$ cat src/rtl/fifo_rd_arbiter.sv
// fifo_rd_arbiter: shares the async FIFO read port round-robin among NUM_REQ consumers, bursts capped at MAX_BURST words.
// Latency: grant 1 cycle after req in IDLE; dvalid 1 cycle after rq, so req->dvalid is 2 cycles minimum.
// Backpressure: rq is held low while the output register is full and its owner's ready is low; dout/dvalid hold.
module fifo_rd_arbiter #(
  parameter int NUM_REQ   = 4,
  parameter int DSIZE     = 8,
  parameter int MAX_BURST = 4
) (
  input  logic               rclk,
  input  logic               rrst,
  input  logic               rempty,
  input  logic [DSIZE-1:0]   rdata,
  output logic               rq,
  input  logic [NUM_REQ-1:0] req,
  input  logic [NUM_REQ-1:0] ready,
  output logic [NUM_REQ-1:0] grant,
  output logic [DSIZE-1:0]   dout,
  output logic [NUM_REQ-1:0] dvalid
);

  localparam int IW = (NUM_REQ > 1) ? $clog2(NUM_REQ) : 1;
  localparam int CW = $clog2(MAX_BURST + 1);
  localparam logic [CW-1:0]      BURST_MAX  = CW'(MAX_BURST);
  localparam logic [CW-1:0]      BURST_LAST = CW'(MAX_BURST - 1);
  localparam logic [NUM_REQ-1:0] GRANT_ONE  = NUM_REQ'(1);

  typedef enum logic {IDLE = 1'b0, XFER = 1'b1} state_t;

  state_t        state;
  state_t        state_nxt;
  logic [IW-1:0] owner;
  logic [IW-1:0] last;
  logic [IW-1:0] pick;
  logic [CW-1:0] cnt;
  logic          owner_req;
  logic          out_free;
  logic          release_grant;

  // First requester strictly after l, wrapping; returns l itself when only l requests.
  function automatic logic [IW-1:0] rr_pick(input logic [NUM_REQ-1:0] r,
                                            input logic [IW-1:0]      l);
    logic [IW-1:0] sel;
    logic [IW-1:0] ix;
    logic          found;
    sel   = l;
    found = 1'b0;
    for (int k = 1; k <= NUM_REQ; k++) begin
      ix = IW'((int'(l) + k) % NUM_REQ);
      if (!found && r[ix]) begin
        sel   = ix;
        found = 1'b1;
      end
    end
    return sel;
  endfunction

  // Round-robin candidate for the next grant, only consumed in IDLE.
  always_comb begin
    pick = rr_pick(req, last);
  end

  // State register.
  always_ff @(posedge rclk) begin
    if (rrst) state <= IDLE;
    else      state <= state_nxt;
  end

  // Next state: leave IDLE on any request, leave XFER when the grant is released.
  always_comb begin
    state_nxt = state;
    case (state)
      IDLE:    if (|req)         state_nxt = XFER;
      XFER:    if (release_grant) state_nxt = IDLE;
      default:                   state_nxt = IDLE;
    endcase
  end

  // FSM outputs: read request and grant release, both combinational on the current cycle.
  always_comb begin
    owner_req     = req[owner];
    out_free      = ~|dvalid | (|(dvalid & ready));
    rq            = 1'b0;
    release_grant = 1'b0;
    if (state == XFER) begin
      rq            = owner_req & ~rempty & (cnt < BURST_MAX) & out_free;
      release_grant = (rq & (cnt == BURST_LAST)) | ~owner_req;
    end
  end

  // Grant bookkeeping: owner, one-hot grant, burst count and last winner.
  always_ff @(posedge rclk) begin
    if (rrst) begin
      grant <= '0;
      owner <= '0;
      last  <= IW'(NUM_REQ - 1);
      cnt   <= '0;
    end else if (state == IDLE) begin
      if (|req) begin
        grant <= GRANT_ONE << pick;
        owner <= pick;
        cnt   <= '0;
      end
    end else begin
      if (rq) cnt <= cnt + CW'(1);
      if (release_grant) begin
        grant <= '0;
        last  <= owner;
      end
    end
  end

  // Output register: load on rq tagged with the current owner, else drain when the tagged consumer takes it.
  always_ff @(posedge rclk) begin
    if (rrst) begin
      dout   <= '0;
      dvalid <= '0;
    end else if (rq) begin
      dout   <= rdata;
      dvalid <= grant;
    end else if (|(dvalid & ready)) begin
      dvalid <= '0;
    end
  end

endmodule

$ cat config.mk
export PLATFORM = sky130hd
export DESIGN_NAME = fifo_rd_arbiter
export DESIGN_NICKNAME = d
export VERILOG_FILES = /design/src/rtl/fifo_rd_arbiter.sv
export SDC_FILE = /design/constraint.sdc
export NUM_CORES = 1
export LEC_CHECK = 0
export CAP_MARGIN = 30
export CORE_AREA = 2 2 53 55
export DETAILED_ROUTE_END_ITERATION = 7
export DIE_AREA = 0 0 55 57
export HOLD_SLACK_MARGIN = 0.08
export MAX_ROUTING_LAYER = met4
export PLACE_DENSITY = 0.78
export SETUP_SLACK_MARGIN = 0.1
export SLEW_MARGIN = 10
export SYNTH_ARGS = -nofsm -noshare
export SYNTH_HDL_FRONTEND = slang
export SYNTH_SLANG_ARGS = --single-unit
$ cat constraint.sdc
create_clock -name rclk -period 2.35 [get_ports rclk]
set_clock_uncertainty 0.2 [all_clocks]
set_input_delay 0.235 -clock rclk [delete_from_list [all_inputs] [get_ports rclk]]
set_output_delay 0.235 -clock rclk [all_outputs]
set_load 0.02 [all_outputs]
==> results.json <==
{
  "run_status": "finished clean",
  "slowest_delay_ns": 0.54,
  "p_seq_share_pct": 49.7,
  "place_inst": 199,
  "worst-path-max-fanout": 3,
  "drt-total-wl_mm": 2.89,
  "holdWs_ns": 0.274,
  "core-area_mm2": 0.00262,
  "hold_path.startpoint": "rdata[1]",
  "grt_max_degree": 14,
  "diodes": 0,
  "vdd_drop_max_uv": 414,
  "grtUsageMet2_pct": 36.4,
  "synthFlopType": "dfxtp_1",
  "p_sw_mw": 0.261,
  "die_w_um": 55,
  "grt.busiest_layer": "met2",
  "fin_setup_tns_ns": 0,
  "nNetsFinal": 194,
  "synth_top_family_by_area": "compound AO/OA/AOI/OAI gates",
  "synthTopCellsByCount": "dfxtp_1, o21ai_0, a21oi_1, nand3_1, nor2_1",
  "crit_arrival_ns": 1.71,
  "num_io_pins": 36,
  "yosysSeqAreaShare_pct": 43.8,
  "synth_compound_area_share_pct": 26.5,
  "synth_mux_area_share_pct": 4.91,
  "internal_power_mw": 0.649,
  "cts_max_level": 1,
  "synth-edff-count": 0,
  "max_freq_mhz": 467,
  "num_vias": 1142,
  "numCtsBuffers": 3,
  "setup_viol": 0,
  "yosysTopAreaCellShare_pct": 43.8,
  "hold_class": "input pin to register",
  "netlist_area_mm2": 0.00110,
  "synth_adder_area_share_pct": 2.28,
  "avgSynthCellArea_um2": 8.98,
  "crit_path_end_kind": "output port",
  "rsz0062_at_grt": "false",
  "grt_pass1_vias": 1111,
  "syn-num-nets": 143,
  "cp_top_family": "multiplexers",
  "period_minus_slack_ns": 2.14,
  "worst_r2r_path_depth": 5,
  "path_depth": 4,
  "place_ws_ns": 0.00198,
  "ys_top_cells_by_area": "dfxtp_1, o21ai_0, a21oi_1",
  "start_util_pct": 41.9,
  "synth_simple_gate_area_share_pct": 17.9,
  "p_sw_share_pct": 28.7,
  "viasPerCell": 5.63,
  "final_max_slew_viol_count": 0,
  "cts.hold.buffers_added": 0,
  "yosys.area.top_type": "dfxtp_1",
  "portBuffers": 35,
  "yosys_warnings": 0,
  "critPathKind": "register to output port",
  "reg2reg_to": "last[0]",
  "antenna_found_initial": 0,
  "async_flop_share_pct": 0,
  "worstHoldPathCells": 3,
  "rr_startpoint": "dvalid[2]",
  "drtAntennaViolNets": 0,
  "p_per_area_mw_per_mm2": 563,
  "path_cells": "mux4_2 -> nand2_1 -> inv_2 -> dlygate4sd2_1",
  "track_usage_pct": 19.9,
  "rrSetupSlack_ns": 0.33,
  "holdPathEnd": "dout[1]",
  "clock_latency_ns": 0.31,
  "p_comb_share_pct": 26.6,
  "grt_pass1_wl_mm": 4.49,
  "tightest_slew_ns": 0.677,
  "ctsResizeCount": 3,
  "overflow": 0,
  "critPathLaunchType": "register",
  "rows": 19,
  "p_clk_share_pct": 23.7,
  "firstDrtPassIters": 4,
  "use_met1_pct": 20.5,
  "dieArea_mm2": 0.00314,
  "die_h_um": 57,
  "instances_no_fill": 203,
  "synth_most_common_cell": "dfxtp_1",
  "cp_slowest_cell": "mux4_2",
  "drc_errors": 0,
  "maxCapViolations": 0,
  "dpl.hpwl_mm": 2.33,
  "finalHoldViolCount": 0,
  "min_period_over_period_pct": 91.1,
  "cts_tree": "built",
  "path_clk_slew_ns": 0.13,
  "use_met3_pct": 3.14,
  "cts_setup_buffers": 0,
  "postLayoutSetupSlackWorst_ns": 0.210,
  "maxSlewHeadroom_pct": 54.7,
  "syn_inst": 122,
  "path_buf_inv": 2,
  "wl_per_cell_um": 14.2,
  "worstPathRequired_ns": 1.91,
  "cts.path.max_buffers": 2,
  "cts_root_buffer": "clkbuf_4",
  "synth_xor_area_share_pct": 0,
  "area_growth_pct": 47.5,
  "drive_gt1_share_pct": 15.7,
  "p_leak_nw": 0.616,
  "ys_ff_latch": 24,
  "gp_congestion": 0.806,
  "drtIter0Drc": 23,
  "cts_num_sinks": 24,
  "synth_cell_types": 34
}
[state kept, by name, indices dropped and copies added (netlist names)]
signal  count
dvalid      4
cnt         3
state       1
owner       2
dout        8
last        2
grant       4
[stage by stage]
| step | utilization, % | power (mW) | instance area [um^2] |
|---|---|---|---|
| after floorplan | - | 0.581 | 1100 |
| after global placement | 60.2 | 0.692 | 1570 |
| after detailed placement | 60.2 | 0.703 | 1570 |
| after CTS | 61.8 | 0.917 | 1620 |
| after global routing | 61.8 | 0.954 | 1620 |
| final | 61.8 | 0.910 | 1620 |
[worst reg2reg max path: cells and delay by family (launching register included)]
| family | cells | cell delay [ns] |
|---|---|---|
| AOI/OAI and AO/OA | 3 | 0.97 |
| DFF | 1 | 0.37 |
| buffers and inverters | 1 | 0.18 |
| muxes | 1 | 0.24 |
[routing by layer]
layer	vias to the layer above	routed length, um	share of wire (%)
li1	563	-	-
met1	544	1200	41
met2	31	1560	54
met3	4	100	3.5
met4	0	35	1.2
met5	-	0	0
[logic make-up after synthesis]
family	after synthesis
compound gates	42
flops	24
fa+ha+maj	2
mux	4
buf+inv	11
simple gates	39
[final cells by class]
type	instances	area [um^2]
clock buffer	4	36.3
multi-input combinational	87	572
sequential	24	482
timing repair buffer	50	462
tap	31	38.8
fill	231	998
inverter	7	26.3
[power groups by stage]
stage                     Sequential (mW)  Clock, mW  Combinational, mW
after global placement              0.459          0              0.233
final                               0.452      0.216              0.242
after detailed placement            0.461          0              0.242
after global routing                0.455      0.238              0.260
after floorplan                     0.475          0              0.106
after CTS                           0.452      0.223              0.242
[cells in the final DEF (no fill, tap or decap), drive strengths merged, types with 2 or more instances in the layout]
master         count
a211oi             2
a21oi             10
a22o               4
a32o               3
buf               15
clkbuf             4
clkdlybuf4s50     34
dfxtp             24
ha                 2
inv                7
mux2i              2
nand2              7
nand2b             3
nand3             10
nor2               8
nor3               2
nor3b              4
nor4               2
o21ai             12
o32ai              3
[how the worst max path moves through the flow]
stage	startpoint	end	slack [ns]
2_1_floorplan	dvalid[3]	cnt[0]	0.50
3_3_place_gp	req[2]	rq	0.05
3_5_place_dp	req[2]	rq	0.002
4_1_cts	owner[0]	rq	0.19
5_1_grt	dvalid[3]	rq	0.14
6_report	owner[0]	rq	0.21
No activity file was read; power rests on OpenSTA's default activity.
